File: src/rtl/lcd_pkg.sv
// Shared types and constants for the HD44780 4-bit write engine.
// Default timings assume a 50 MHz clk.
package lcd_pkg;

  typedef enum logic [3:0] {
    ST_IDLE      = 4'd0,
    ST_SETUP_H   = 4'd1,
    ST_PULSE_H   = 4'd2,
    ST_HOLD_H    = 4'd3,
    ST_GAP       = 4'd4,
    ST_SETUP_L   = 4'd5,
    ST_PULSE_L   = 4'd6,
    ST_HOLD_L    = 4'd7,
    ST_WAIT_EXEC = 4'd8,
    ST_DONE      = 4'd9
  } lcd_state_e;

  localparam int T_SETUP_DEF = 2;
  localparam int T_PULSE_DEF = 12;
  localparam int T_HOLD_DEF  = 1;
  localparam int T_GAP_DEF   = 50;
  localparam int T_EXEC_DEF  = 2000;
  localparam int T_LONG_DEF  = 82000;
  localparam int CNT_W_DEF   = 17;

  localparam logic [7:0] LCD_CLEAR     = 8'h01;
  localparam logic [7:0] LCD_HOME      = 8'h02;
  localparam logic [7:0] LCD_FUNC_4BIT = 8'h28;
  localparam logic [7:0] LCD_ENTRY     = 8'h06;
  localparam logic [7:0] LCD_DISP_ON   = 8'h0C;

  // Clear (0x01) and home (0x02/0x03) are the only slow instructions.
  function automatic logic is_long_cmd(input logic [5:0] data_hi6,
                                       input logic       rs,
                                       input logic       nibble);
    return !rs && !nibble && (data_hi6 == 6'd0);
  endfunction

endpackage

File: src/rtl/lcd_delay_cnt.sv
// Loadable down-counter; expired marks the last cycle of a timed interval.
module lcd_delay_cnt #(
  parameter int CNT_W = 17
) (
  input  logic             clk,
  input  logic             rst,
  input  logic             load,
  input  logic [CNT_W-1:0] value,
  output logic             expired
);

  logic [CNT_W-1:0] cnt_q;

  always_ff @(posedge clk or posedge rst) begin
    if (rst) begin
      cnt_q <= '0;
    end else if (load) begin
      cnt_q <= value;
    end else if (cnt_q != '0) begin
      cnt_q <= cnt_q - CNT_W'(1);
    end
  end

  assign expired = (cnt_q == CNT_W'(1));

endmodule

File: src/rtl/lcd_write_ctrl.sv
// HD44780 4-bit write engine: sends a byte (or a lone high nibble), then waits
// out the controller execution time before pulsing wr_finish.
module lcd_write_ctrl
  import lcd_pkg::*;
#(
  parameter int T_SETUP = T_SETUP_DEF,
  parameter int T_PULSE = T_PULSE_DEF,
  parameter int T_HOLD  = T_HOLD_DEF,
  parameter int T_GAP   = T_GAP_DEF,
  parameter int T_EXEC  = T_EXEC_DEF,
  parameter int T_LONG  = T_LONG_DEF,
  parameter int CNT_W   = CNT_W_DEF
) (
  input  logic       clk,
  input  logic       rst,
  input  logic       wr_enable,
  input  logic [7:0] wr_data,
  input  logic       wr_rs,
  input  logic       wr_nibble,
  output logic       wr_finish,
  output logic       busy,
  output logic       lcd_e,
  output logic       lcd_rs,
  output logic       lcd_rw,
  output logic [3:0] lcd_db
);

  // state      | meaning
  // IDLE       | waiting for wr_enable; bus holds last value
  // SETUP_H    | high nibble on DB, E low
  // PULSE_H    | E high, high nibble
  // HOLD_H     | E low, high nibble still held
  // GAP        | inter-nibble spacing
  // SETUP_L    | low nibble on DB, E low
  // PULSE_L    | E high, low nibble
  // HOLD_L     | E low, low nibble still held
  // WAIT_EXEC  | LCD executing the command
  // DONE       | wr_finish pulse

  if (T_SETUP < 1 || T_PULSE < 1 || T_HOLD < 1 || T_GAP < 1 ||
      T_EXEC < 1 || T_LONG < 1) begin : g_bad_timing
    $error("lcd_write_ctrl: timing parameters must be at least 1");
  end
  if ((64'(1) << CNT_W) <= 64'(T_LONG)) begin : g_bad_cnt_w
    $error("lcd_write_ctrl: CNT_W too narrow for T_LONG");
  end

  lcd_state_e       state_q, state_d;
  logic [7:0]       data_q;
  logic             rs_q;
  logic             nib_q;
  logic             accept;
  logic             cnt_load;
  logic [CNT_W-1:0] cnt_value;
  logic             cnt_expired;
  logic [CNT_W-1:0] wait_len;

  assign accept   = (state_q == ST_IDLE) && wr_enable;
  assign wait_len = is_long_cmd(data_q[7:2], rs_q, nib_q) ? CNT_W'(T_LONG)
                                                          : CNT_W'(T_EXEC);

  lcd_delay_cnt #(
    .CNT_W (CNT_W)
  ) u_delay_cnt (
    .clk     (clk),
    .rst     (rst),
    .load    (cnt_load),
    .value   (cnt_value),
    .expired (cnt_expired)
  );

  always_ff @(posedge clk or posedge rst) begin
    if (rst) begin
      state_q <= ST_IDLE;
    end else begin
      state_q <= state_d;
    end
  end

  always_comb begin
    state_d   = state_q;
    cnt_load  = 1'b0;
    cnt_value = '0;
    case (state_q)
      ST_IDLE: begin
        if (wr_enable) begin
          state_d   = ST_SETUP_H;
          cnt_load  = 1'b1;
          cnt_value = CNT_W'(T_SETUP);
        end
      end
      ST_SETUP_H: begin
        if (cnt_expired) begin
          state_d   = ST_PULSE_H;
          cnt_load  = 1'b1;
          cnt_value = CNT_W'(T_PULSE);
        end
      end
      ST_PULSE_H: begin
        if (cnt_expired) begin
          state_d   = ST_HOLD_H;
          cnt_load  = 1'b1;
          cnt_value = CNT_W'(T_HOLD);
        end
      end
      ST_HOLD_H: begin
        if (cnt_expired) begin
          cnt_load = 1'b1;
          if (nib_q) begin
            state_d   = ST_WAIT_EXEC;
            cnt_value = wait_len;
          end else begin
            state_d   = ST_GAP;
            cnt_value = CNT_W'(T_GAP);
          end
        end
      end
      ST_GAP: begin
        if (cnt_expired) begin
          state_d   = ST_SETUP_L;
          cnt_load  = 1'b1;
          cnt_value = CNT_W'(T_SETUP);
        end
      end
      ST_SETUP_L: begin
        if (cnt_expired) begin
          state_d   = ST_PULSE_L;
          cnt_load  = 1'b1;
          cnt_value = CNT_W'(T_PULSE);
        end
      end
      ST_PULSE_L: begin
        if (cnt_expired) begin
          state_d   = ST_HOLD_L;
          cnt_load  = 1'b1;
          cnt_value = CNT_W'(T_HOLD);
        end
      end
      ST_HOLD_L: begin
        if (cnt_expired) begin
          state_d   = ST_WAIT_EXEC;
          cnt_load  = 1'b1;
          cnt_value = wait_len;
        end
      end
      ST_WAIT_EXEC: begin
        if (cnt_expired) begin
          state_d = ST_DONE;
        end
      end
      ST_DONE: begin
        state_d = ST_IDLE;
      end
      default: begin
        state_d = ST_IDLE;
      end
    endcase
  end

  always_ff @(posedge clk or posedge rst) begin
    if (rst) begin
      data_q <= 8'h00;
      rs_q   <= 1'b0;
      nib_q  <= 1'b0;
    end else if (accept) begin
      data_q <= wr_data;
      rs_q   <= wr_rs;
      nib_q  <= wr_nibble;
    end
  end

  // Outputs are decoded from the next state and registered, so E is glitch-free
  // and each output lines up exactly with the state it belongs to.
  always_ff @(posedge clk or posedge rst) begin
    if (rst) begin
      wr_finish <= 1'b0;
      busy      <= 1'b0;
      lcd_e     <= 1'b0;
      lcd_rs    <= 1'b0;
      lcd_rw    <= 1'b0;
      lcd_db    <= 4'h0;
    end else begin
      wr_finish <= (state_d == ST_DONE);
      busy      <= (state_d != ST_IDLE);
      lcd_e     <= (state_d == ST_PULSE_H) || (state_d == ST_PULSE_L);
      lcd_rw    <= 1'b0;
      if (accept) begin
        lcd_db <= wr_data[7:4];
        lcd_rs <= wr_rs;
      end else if ((state_q == ST_GAP) && (state_d == ST_SETUP_L)) begin
        lcd_db <= data_q[3:0];
      end
    end
  end

endmodule

File: config.mk
export PLATFORM = sky130hd
export DESIGN_NAME = lcd_write_ctrl
export DESIGN_NICKNAME = d
export VERILOG_FILES = /design/src/rtl/lcd_pkg.sv /design/src/rtl/lcd_delay_cnt.sv /design/src/rtl/lcd_write_ctrl.sv
export SDC_FILE = /design/constraint.sdc
export NUM_CORES = 1
export LEC_CHECK = 0
export BUFFER_PORTS_ARGS = -buffer_cell sky130_fd_sc_hd__clkbuf_2
export CAP_MARGIN = 0
export CORE_MARGIN = 4
export CORE_UTILIZATION = 55
export CTS_CLUSTER_DIAMETER = 100
export DETAILED_ROUTE_END_ITERATION = 7
export GPL_TIMING_DRIVEN = 0
export PLACE_DENSITY_LB_ADDON = 0.05
export SLEW_MARGIN = 5
export SYNTH_ARGS = -nofsm -noshare
export SYNTH_HDL_FRONTEND = slang
export SYNTH_SLANG_ARGS = --single-unit
File: constraint.sdc
create_clock -name clk -period 2.3 [get_ports clk]
set_clock_uncertainty 0.05 [all_clocks]
set_input_delay 0.46 -clock clk [delete_from_list [all_inputs] [get_ports clk]]
set_output_delay 0.46 -clock clk [all_outputs]
set_load 0.05 [all_outputs]
==> results.toml, run 1 <==
[sta]
setup_violations = 0
worst_pin_slew_ps = 781
slew_viol_final = 0
slew_headroom = 0.478
clock.fmax_mhz = 458
period_share = 0.949
rsz0062_at_grt = "false"
fin_setup_tns_ps = 0
period_needed_ps = 2180
hold_violations = 0

[global_route]
antenna_found_initial = 0
gr-total-overflow = 0
grt_util_met2 = 0.311
use_met3 = 0.0391
met1_usage = 0.232
grt_pass1_vias = 1591
globalRoute.busiestLayer = "met2"
grt.total_usage = 0.184
grt_max_degree = 39
grt_pass1_wl_um = 7180

[run]
drv_cap = 0

[yosys]
syn_avg_cell_area_um2 = 10.1
synth_area_leader_cell = "dfrtp_1"
synth_edf_count = 0
ys.flop_type = "dfrtp_1"
synth.area.top_cells = "dfrtp_1, mux2_2, nor2_1, a21oi_1, xor2_1"
yosys.cell_types.count = 43
yosysSeqAreaShare = 0.462
ys.warnings.count = 0
synthesis.area_um2 = 2060
async_reset_ff_frac = 1.00
syn_inst = 203
yosys.area.top_type_share = 0.462
ys_ff_latch = 38
syn-num-nets = 219

[routing]
ant_nets = 0
drt_iter0_drc = 134
drt-total-wl_um = 4270
post_drt_wl_per_cell_um = 15.1
drc = 0
dr.pass1.iters = 4
vias = 1616
vias_per_cell = 5.73

[setup_path]
crit_fanout = 5
cp.required_ps = 2460
cp_slowest_cell = "or4b_2"
critPathMaxStageDelay_ps = 640
crit_chain = "inv_1 > ha_1 > or4b_2 > nor4_2 > xor2_1 > a21oi_1 > nor2_1"
end_kind = "flop"
worstSetupStartpointType = "flop"
critPathKind = "flop to flop"
cp.arrival_ps = 2350
worst-r2r-setup-slack_ps = 120

[power]
p_leak_nw = 1.22
powerDensity_nw_per_um2 = 571
max-vdd-ir-drop_mv = 0.423

[status]
status = "finished, final reports clean"

[clocking]
ctsHoldBuffers = 0
clk_latency_ps = 290
root_buffer = "clkbuf_8"
cts_tree = "built"
clock-sinks = 38
htree_num_levels = 2
path_clk_slew_ps = 70
clock_path_buffers = 2
numCtsBuffers = 5

[floorplanning]
die-area_um2 = 4790
coreArea_um2 = 3470
die_h_um = 69.2
die-width_um = 69.2
start_util = 0.594
ioPinCount = 22
num_rows = 21

[placement]
gp_congestion = 0.876
io_buffers = 20
dp_hpwl_um = 3090

[worst_hold_path]
hold_class = "primary input to asynchronous set/reset pin"

[cells_and_area]
nFillCells = 276
syn_to_final_growth_pct = 18.2
layout-drive-gt1-share = 0.275
n_antenna_cell = 0
final_core_util = 0.702
nNetsFinal = 251
-- cell families after synthesis --
logic type,after synthesis,share of synthesized area
AO/OA/AOI/OAI,31,0.0869
XOR/XNOR,14,0.0595
adder cells (fa/ha/maj),3,0.0182
buffers and inverters,14,0.0328
flip-flops,38,0.462
multiplexers,15,0.0790
other,1,0.00182
AND/OR/NAND/NOR,87,0.260
-- cell usage after synthesis, types with 2 or more instances --
cell type / count
nor4_2: 2
or3_1: 4
nor4_1: 4
nor4_4: 3
inv_1: 5
mux2i_1: 5
nor2_1: 28
xnor2_1: 3
clkbuf_1: 4
o21ai_0: 4
a21oi_1: 20
buf_2: 3
nor3_1: 8
o31ai_1: 2
nand3_1: 8
xor2_1: 11
or4_1: 3
dfrtp_1: 38
nand4_1: 2
mux2_2: 10
ha_1: 3
nor3b_1: 2
nor4b_1: 2
nand2_1: 10
-- worst paths after layout --
| kind | startpoint | end | cells past startpoint |
|---|---|---|---|
| min in group clk | wr_data[2] | data_q[2]$_DFFE_PP0P_ | 2 |
| hold / removal | rst | lcd_db[1]$_DFFE_PP0P_ | 2 |
| setup reg to reg | u_delay_cnt.cnt_q[0]$_DFFE_PP0P_ | u_delay_cnt.cnt_q[14]$_DFFE_PP0P_ | 7 |
| setup / recovery | u_delay_cnt.cnt_q[0]$_DFFE_PP0P_ | u_delay_cnt.cnt_q[14]$_DFFE_PP0P_ | 7 |
| max in group asynchronous | rst | u_delay_cnt.cnt_q[13]$_DFFE_PP0P_ | 2 |
| hold reg to reg | data_q[0]$_DFFE_PP0P_ | data_q[0]$_DFFE_PP0P_ | 1 |
-- layout by cell type (no fill, tap or decap), types with 2 or more instances in the layout --
| cell type | count |
|---|---|
| a21oi_1 | 20 |
| mux2i_1 | 5 |
| clkbuf_2 | 20 |
| o31ai_1 | 2 |
| clkbuf_8 | 6 |
| nor4_1 | 3 |
| o21ai_0 | 4 |
| nor4_2 | 3 |
| mux2_2 | 10 |
| nor2_1 | 27 |
| xnor2_1 | 3 |
| nor3_1 | 7 |
| nand4_1 | 2 |
| nor3b_1 | 2 |
| nand2_1 | 10 |
| nor4_4 | 3 |
| or3_1 | 4 |
| buf_2 | 3 |
| or4_1 | 3 |
| nor4b_1 | 2 |
| dfrtp_1 | 38 |
| inv_1 | 4 |
| bufinv_16 | 2 |
| buf_4 | 6 |
| clkbuf_1 | 4 |
| nand3_1 | 8 |
| xor2_1 | 11 |
| ha_1 | 3 |
-- critical path, delay by kind of cell, from the launching register on --
kind,cells,cell delay (ps)
and+or+nand+nor,3,1010
adders and majority gates,1,240
DFF,1,430
xor gates and xnor gates,1,170
AOI/OAI and AO/OA,1,80
buffers and inverters,1,130
-- state kept, by name, summed over array words and instances (netlist names) --
signal             flops
state_q                4
busy                   1
wr_finish              1
u_delay_cnt.cnt_q     17
data_q                 8
lcd_rs                 1
nib_q                  1
lcd_db                 4
lcd_e                  1
-- power breakdown --
part	total, W	switching [W]	internal [W]
sequential	0.000668	0	0.000668
combinational	0.0000299	0.0000206	0.00000928
clock	0.000693	0.000230	0.000463
-- per-stage QoR --
| stage | power (W) | worst slack, ps | std cells | instance area, um^2 | hold slack, ps |
|---|---|---|---|---|---|
| finish | 0.00139 | 117 | 282 | 2430 | 248 |
| global route | 0.00144 | 16.6 | 282 | 2430 | 333 |
| CTS | 0.00140 | 12.3 | 277 | 2380 | 282 |
| detailed placement | 0.000712 | -163 | 269 | 2220 | 443 |
| global placement | 0.000710 | -104 | 269 | 2220 | 436 |
| floorplan | 0.000697 | 306 | 203 | 2060 | 421 |
-- metal layers --
| metal | vias to the layer above | wire (um) |
|---|---|---|
| li1 | 787 | - |
| met1 | 786 | 1870 |
| met2 | 39 | 2200 |
| met3 | 4 | 156 |
| met4 | 0 | 44 |
| met5 | - | 0 |
-- timing repair --
item,in CTS,in global routing
buffers inserted,0,5
pin swaps,0,2
cloned,0,0
endpoints found under the setup margin,9,17
gates resized for setup,3,3
-- cell type report --
cell class	count	area (um^2)	share of cell area
Clock inverter	2	60.1	0.0247
Timing Repair Buffer	25	138	0.0566
Buffer	9	48.8	0.0201
Multi-Input combinational cell	151	1080	0.443
Clock buffer	6	82.6	0.0339
Inverter	5	18.8	0.00771
Sequential cell	38	951	0.391
Tap cell	46	57.6	0.0237
Power figures use the tool's default switching activity.
==> inputs of run 2 (changes only) <==
--- a/config.mk
+++ b/config.mk
@@ -12,6 +12,7 @@
 export CTS_CLUSTER_DIAMETER = 100
 export DETAILED_ROUTE_END_ITERATION = 7
 export GPL_TIMING_DRIVEN = 0
+export MAX_ROUTING_LAYER = met4
 export PLACE_DENSITY_LB_ADDON = 0.05
 export SLEW_MARGIN = 5
 export SYNTH_ARGS = -nofsm -noshare
==> results.toml, run 2 (synthesized netlist as in run 1, its figures left out) <==
[setup_path]
cp_slowest_cell = "or4b_2"
crit_family = "simple AND/OR/NAND/NOR gates"
cp.arrival_ps = 2340
worstSetupStartpointType = "flop"
reg2reg_to = "u_delay_cnt.cnt_q[14]$_DFFE_PP0P_"
end_kind = "flop"
critPathKind = "flop to flop"
cp.required_ps = 2460
crit_fanout = 5
rr_worst_depth = 7
worst-r2r-setup-slack_ps = 130
r2r_start = "u_delay_cnt.cnt_q[0]$_DFFE_PP0P_"
critPathMaxStageDelay_ps = 640
crit_buf_inv = 1
crit_chain = "inv_1 > ha_1 > or4b_2 > nor4_2 > xor2_1 > a21oi_1 > nor2_1"

[routing]
vias = 1613
vias_per_cell = 5.72
drt_iter0_drc = 101
dr.pass1.iters = 4
drt-total-wl_um = 4270
post_drt_wl_per_cell_um = 15.2
drc = 0
ant_nets = 0

[power]
p_sw_w = 0.000251
pwr-share-comb = 0.021
power.share.sequential = 0.480
max-vdd-ir-drop_mv = 0.425
internal_power_w = 0.00114
p_leak_nw = 1.22
p_clk_frac = 0.498
p_sw_frac = 0.181
powerDensity_nw_per_um2 = 571

[cells_and_area]
largest_register_ff_count = 17
reg_top3 = "u_delay_cnt.cnt_q (17), data_q (8)"
syn_to_final_growth_pct = 18.2
layout_commonest_cell = "dfrtp_1"
nNetsFinal = 251
regMostFlops = "u_delay_cnt.cnt_q"
n_antenna_cell = 0
layout-drive-gt1-share = 0.275
finalNonFillerCells = 282
most-common-layout-cells = "dfrtp_1, nor2_1, a21oi_1, clkbuf_2, xor2_1"

[sta]
setup_violations = 0
hold_slack_ps = 248
clock.fmax_mhz = 460
rsz0062_at_grt = "false"
slew_headroom = 0.479
period_share = 0.945
worst_pin_slew_ps = 781
hold_violations = 0
slew_viol_final = 0
period_needed_ps = 2170

[worst_hold_path]
hold_class = "primary input to asynchronous set/reset pin"

[floorplanning]
ioPinCount = 22
coreArea_um2 = 3470
num_rows = 21
start_util = 0.594
die-width_um = 69.2
die-area_um2 = 4790
die_h_um = 69.2

[clocking]
clock_path_buffers = 2
numCtsBuffers = 5
ctsHoldBuffers = 0
htree_num_levels = 2
clk_latency_ps = 290
path_clk_slew_ps = 70
clock-sinks = 38
root_buffer = "clkbuf_8"
cts_tree = "built"

[placement]
gp_congestion = 0.891
dp_hpwl_um = 3090
placedCellCount = 269
io_buffers = 20

[global_route]
gr-total-overflow = 0
grt_max_degree = 39
antenna_found_initial = 0
grt_pass1_wl_um = 7180
grt_pass1_vias = 1598
grt.total_usage = 0.189

[run]
drv_cap = 0

[status]
status = "finished, final reports clean"
[run 2: cell counts in the layout (fill, tap and decap cells not counted)]
Identical to the previous run, type by type.
[run 2: power by group through the flow]
| stage | Sequential (W) | Combinational (W) | Clock [W] |
|---|---|---|---|
| floorplan | 0.000681 | 0.0000160 | 0 |
| detailed placement | 0.000681 | 0.0000314 | 0 |
| global route | 0.000667 | 0.0000350 | 0.000732 |
| CTS | 0.000668 | 0.0000314 | 0.000703 |
| global placement | 0.000681 | 0.0000294 | 0 |
| finish | 0.000668 | 0.0000298 | 0.000693 |
[run 2: worst max-delay path by stage]
stage	from	to	slack, ps	cells past startpoint
2_1_floorplan	u_delay_cnt.cnt_q[0]$_DFFE_PP0P_	u_delay_cnt.cnt_q[14]$_DFFE_PP0P_	310	7
3_3_place_gp	u_delay_cnt.cnt_q[0]$_DFFE_PP0P_	u_delay_cnt.cnt_q[0]$_DFFE_PP0P_	-100	6
3_5_place_dp	u_delay_cnt.cnt_q[0]$_DFFE_PP0P_	u_delay_cnt.cnt_q[0]$_DFFE_PP0P_	-160	6
4_1_cts	u_delay_cnt.cnt_q[1]$_DFFE_PP0P_	u_delay_cnt.cnt_q[3]$_DFFE_PP0P_	10	8
5_1_grt	u_delay_cnt.cnt_q[0]$_DFFE_PP0P_	u_delay_cnt.cnt_q[14]$_DFFE_PP0P_	20	7
6_report	u_delay_cnt.cnt_q[0]$_DFFE_PP0P_	u_delay_cnt.cnt_q[14]$_DFFE_PP0P_	130	7
[run 2: worst register-to-register path: cells and delay by family (launching register included)]
| kind | cells | cell delay (ps) |
|---|---|---|
| AOI/OAI and AO/OA | 1 | 80 |
| xor gates and xnor gates | 1 | 170 |
| adders and majority gates | 1 | 240 |
| buffers and inverters | 1 | 130 |
| DFF | 1 | 430 |
| and+or+nand+nor | 3 | 1010 |
[run 2: area by class of cell]
| type | instances | area [um^2] |
|---|---|---|
| tap | 46 | 57.6 |
| sequential | 38 | 951 |
| buffer | 9 | 48.8 |
| clock buffer | 6 | 82.6 |
| clock inverter | 2 | 60.1 |
| inverter | 5 | 18.8 |
| multi-input combinational | 151 | 1080 |
| fill | 276 | 1030 |
| timing repair buffer | 25 | 138 |
[run 2: metal layers]
metal,routed length (um),GRT usage,vias to the layer above
li1,-,-,787
met1,1920,0.232,788
met2,2180,0.313,32
met3,110,0.0362,6
met4,61,0.0672,0
met5,0,-,-
[run 2: per-stage QoR]
step                total power (W)  TNS [ps]  utilization  worst slack [ps]  cell area [um^2]
detailed placement         0.000712     -1240        0.639              -163              2220
finish                      0.00139         0        0.702               125              2430
floorplan                  0.000697         0            -               306              2060
CTS                         0.00140         0        0.685              12.3              2380
global route                0.00143         0        0.702              16.6              2430
global placement           0.000710      -628        0.639              -104              2220
[run 2: timing repair]
action	in CTS	in global routing
endpoints found under the setup margin	9	17
buffers inserted	0	5
resized for setup	3	3
pin swaps	0	2
==> inputs of run 3 (changes only) <==
--- a/config.mk
+++ b/config.mk
@@ -5,6 +5,7 @@
 export SDC_FILE = /design/constraint.sdc
 export NUM_CORES = 1
 export LEC_CHECK = 0
+export ABC_AREA = 1
 export BUFFER_PORTS_ARGS = -buffer_cell sky130_fd_sc_hd__clkbuf_2
 export CAP_MARGIN = 0
 export CORE_MARGIN = 4
==> results.toml, run 3 <==
[yosys]
ys.warnings.count = 0
yosys-top-cells-count = "nand2_1, dfrtp_1, nor2_1"
synth_edf_count = 0
syn-num-nets = 296
synth_area_leader_cell = "dfrtp_1"
yosys.cell_types.count = 34
ys.flop_type = "dfrtp_1"
yosysMostFrequentCell = "nand2_1"
syn_inst = 280
yosys.area.top_type_share = 0.443
yosysSeqAreaShare = 0.443
ys_ff_latch = 38
synth.area.top_cells = "dfrtp_1, nand2_1, nor2_1, nand3_1, inv_1"
async_reset_ff_frac = 1.00
synthesis.area_um2 = 2150
syn_avg_cell_area_um2 = 7.66

[sta]
slew_viol_final = 0
period_share = 0.817
hold_slack_ps = 249
setup_violations = 0
slew_headroom = 0.461
hold_violations = 0
rsz0062_at_grt = "false"
period_needed_ps = 1880
worst_pin_slew_ps = 808
fin_setup_tns_ps = 0
clock.fmax_mhz = 532

[power]
p_leak_nw = 1.33
totalPowerFinal_w = 0.00118
powerDensity_nw_per_um2 = 492
max-vdd-ir-drop_mv = 0.429

[routing]
drt-total-wl_um = 4320
wl_met3_um = 194
dr.pass1.iters = 4
drc = 0
post_drt_wl_per_cell_um = 12.1
vias_per_cell = 5.01
top_layer = "met4"
vias = 1784
wl_met2_um = 2020
ant_nets = 0
drt_iter0_drc = 111
met1_length_um = 2050

[cells_and_area]
n_antenna_cell = 0
largest_register_ff_count = 17
nFillCells = 343
layout-drive-gt1-share = 0.175
reg_top3 = "u_delay_cnt.cnt_q (17), data_q (8)"
regMostFlops = "u_delay_cnt.cnt_q"
nNetsFinal = 323
syn_to_final_growth_pct = 11.9
most-common-layout-cells = "nand2_1, nor2_1, dfrtp_1"
finalNonFillerCells = 356
layout_commonest_cell = "nand2_1"

[setup_path]
rr_worst_depth = 12
crit_fanout = 10
cp.arrival_ps = 2010
r2r_start = "u_delay_cnt.cnt_q[1]$_DFFE_PP0P_"
endpoint = "u_delay_cnt.cnt_q[6]$_DFFE_PP0P_"
critPathKind = "flop to flop"
reg2reg_to = "u_delay_cnt.cnt_q[6]$_DFFE_PP0P_"
worstSetupStartpoint = "u_delay_cnt.cnt_q[1]$_DFFE_PP0P_"
cp.required_ps = 2430
worst-r2r-setup-slack_ps = 420
end_kind = "flop"
worstSetupStartpointType = "flop"

[global_route]
gr-total-overflow = 0
grt_pass1_wl_um = 7550
grt.total_usage = 0.197
antenna_found_initial = 0
grt_max_degree = 39
grt_pass1_vias = 1713

[status]
status = "finished, final reports clean"

[clocking]
root_buffer = "clkbuf_8"
ctsHoldBuffers = 0
cts-resized-gates = 0
clock-sinks = 38
path_clk_slew_ps = 80
clock_path_buffers = 2
htree_num_levels = 2
post_cts_buffers = 0
cts_tree = "built"
clk_latency_ps = 300
numCtsBuffers = 5

[worst_hold_path]
hold_class = "primary input to asynchronous set/reset pin"

[floorplanning]
ioPinCount = 22
die-area_um2 = 4960
die_h_um = 70.5
num_rows = 22
start_util = 0.577
coreArea_um2 = 3720
die-width_um = 70.5

[placement]
dp_hpwl_um = 3240
io_buffers = 20
placedCellCount = 348
gp_congestion = 0.907

[run]
drv_cap = 0
run 3: changes by cell type after synthesis, moves of 10 or more:
cell     delta
mux2_2     -10
inv_1      +22
a21oi_1    -11
nand2_1    +72
nand3_1    +14
nor2_1     +10
run 3: power breakdown:
part	switching, W	total (W)	leakage, nW	internal (W)
Combinational	0.0000191	0.0000275	0.796	0.00000837
Clock	0.000244	0.000485	0.0472	0.000241
Sequential	0	0.000668	0.485	0.000668
run 3: logic make-up (layout without fill, tap and decap cells):
kind of cell | Yosys count | count (layout) | share of synthesized area
and+or+nand+nor | 170 | 170 | 0.362
adders and majority gates | 3 | 3 | 0.0175
buffers and inverters | 35 | 63 | 0.0711
DFF | 38 | 38 | 0.443
AOI/OAI and AO/OA | 21 | 21 | 0.0554
other | 1 | 1 | 0.00175
xor gates and xnor gates | 12 | 12 | 0.0490
run 3: per-stage QoR:
stage	area, um^2	util	setup WS [ps]
finish	2400	0.646	422
global route	2400	0.646	252
CTS	2400	0.646	418
detailed placement	2310	0.621	424
global placement	2310	0.621	429
floorplan	2150	-	615
run 3: critical path, stage by stage, from the launching register on:
cell and delay, ps:
dfrtp_1 400, inv_1 120, ha_1 180, inv_1 40, nor2_1 100, nand2_2 100, nor2_8 170, nand3_2 90
nand2_2 100, nand2_4 100, buf_6 170, nand3_1 70, nand3_1 80
run 3: worst min-delay path by stage:
stage	from	endpoint	slack [ps]	depth (start not counted)
2_1_floorplan	data_q[0]$_DFFE_PP0P_	data_q[0]$_DFFE_PP0P_	390	2
6_report	rst	u_delay_cnt.cnt_q[15]$_DFFE_PP0P_	250	2
3_5_place_dp	data_q[7]$_DFFE_PP0P_	data_q[7]$_DFFE_PP0P_	420	2
5_1_grt	rst	u_delay_cnt.cnt_q[15]$_DFFE_PP0P_	310	2
3_3_place_gp	data_q[5]$_DFFE_PP0P_	data_q[5]$_DFFE_PP0P_	420	2
4_1_cts	rst	u_delay_cnt.cnt_q[15]$_DFFE_PP0P_	260	2
run 3: cell type report:
type	count	area, um^2	area share
Multi-Input combinational cell	207	1040	0.434
Sequential cell	38	951	0.396
Inverter	30	113	0.0469
Timing Repair Buffer	20	100	0.0417
Clock buffer	6	82.6	0.0344
Tap cell	48	60.1	0.0250
Buffer	5	40.0	0.0167
Clock inverter	2	12.5	0.00521
run 3: metal layers:
metal,up-vias,track usage
met5,-,-
met4,0,0.0681
met3,6,0.0432
met2,42,0.321
met1,806,0.242
li1,930,-
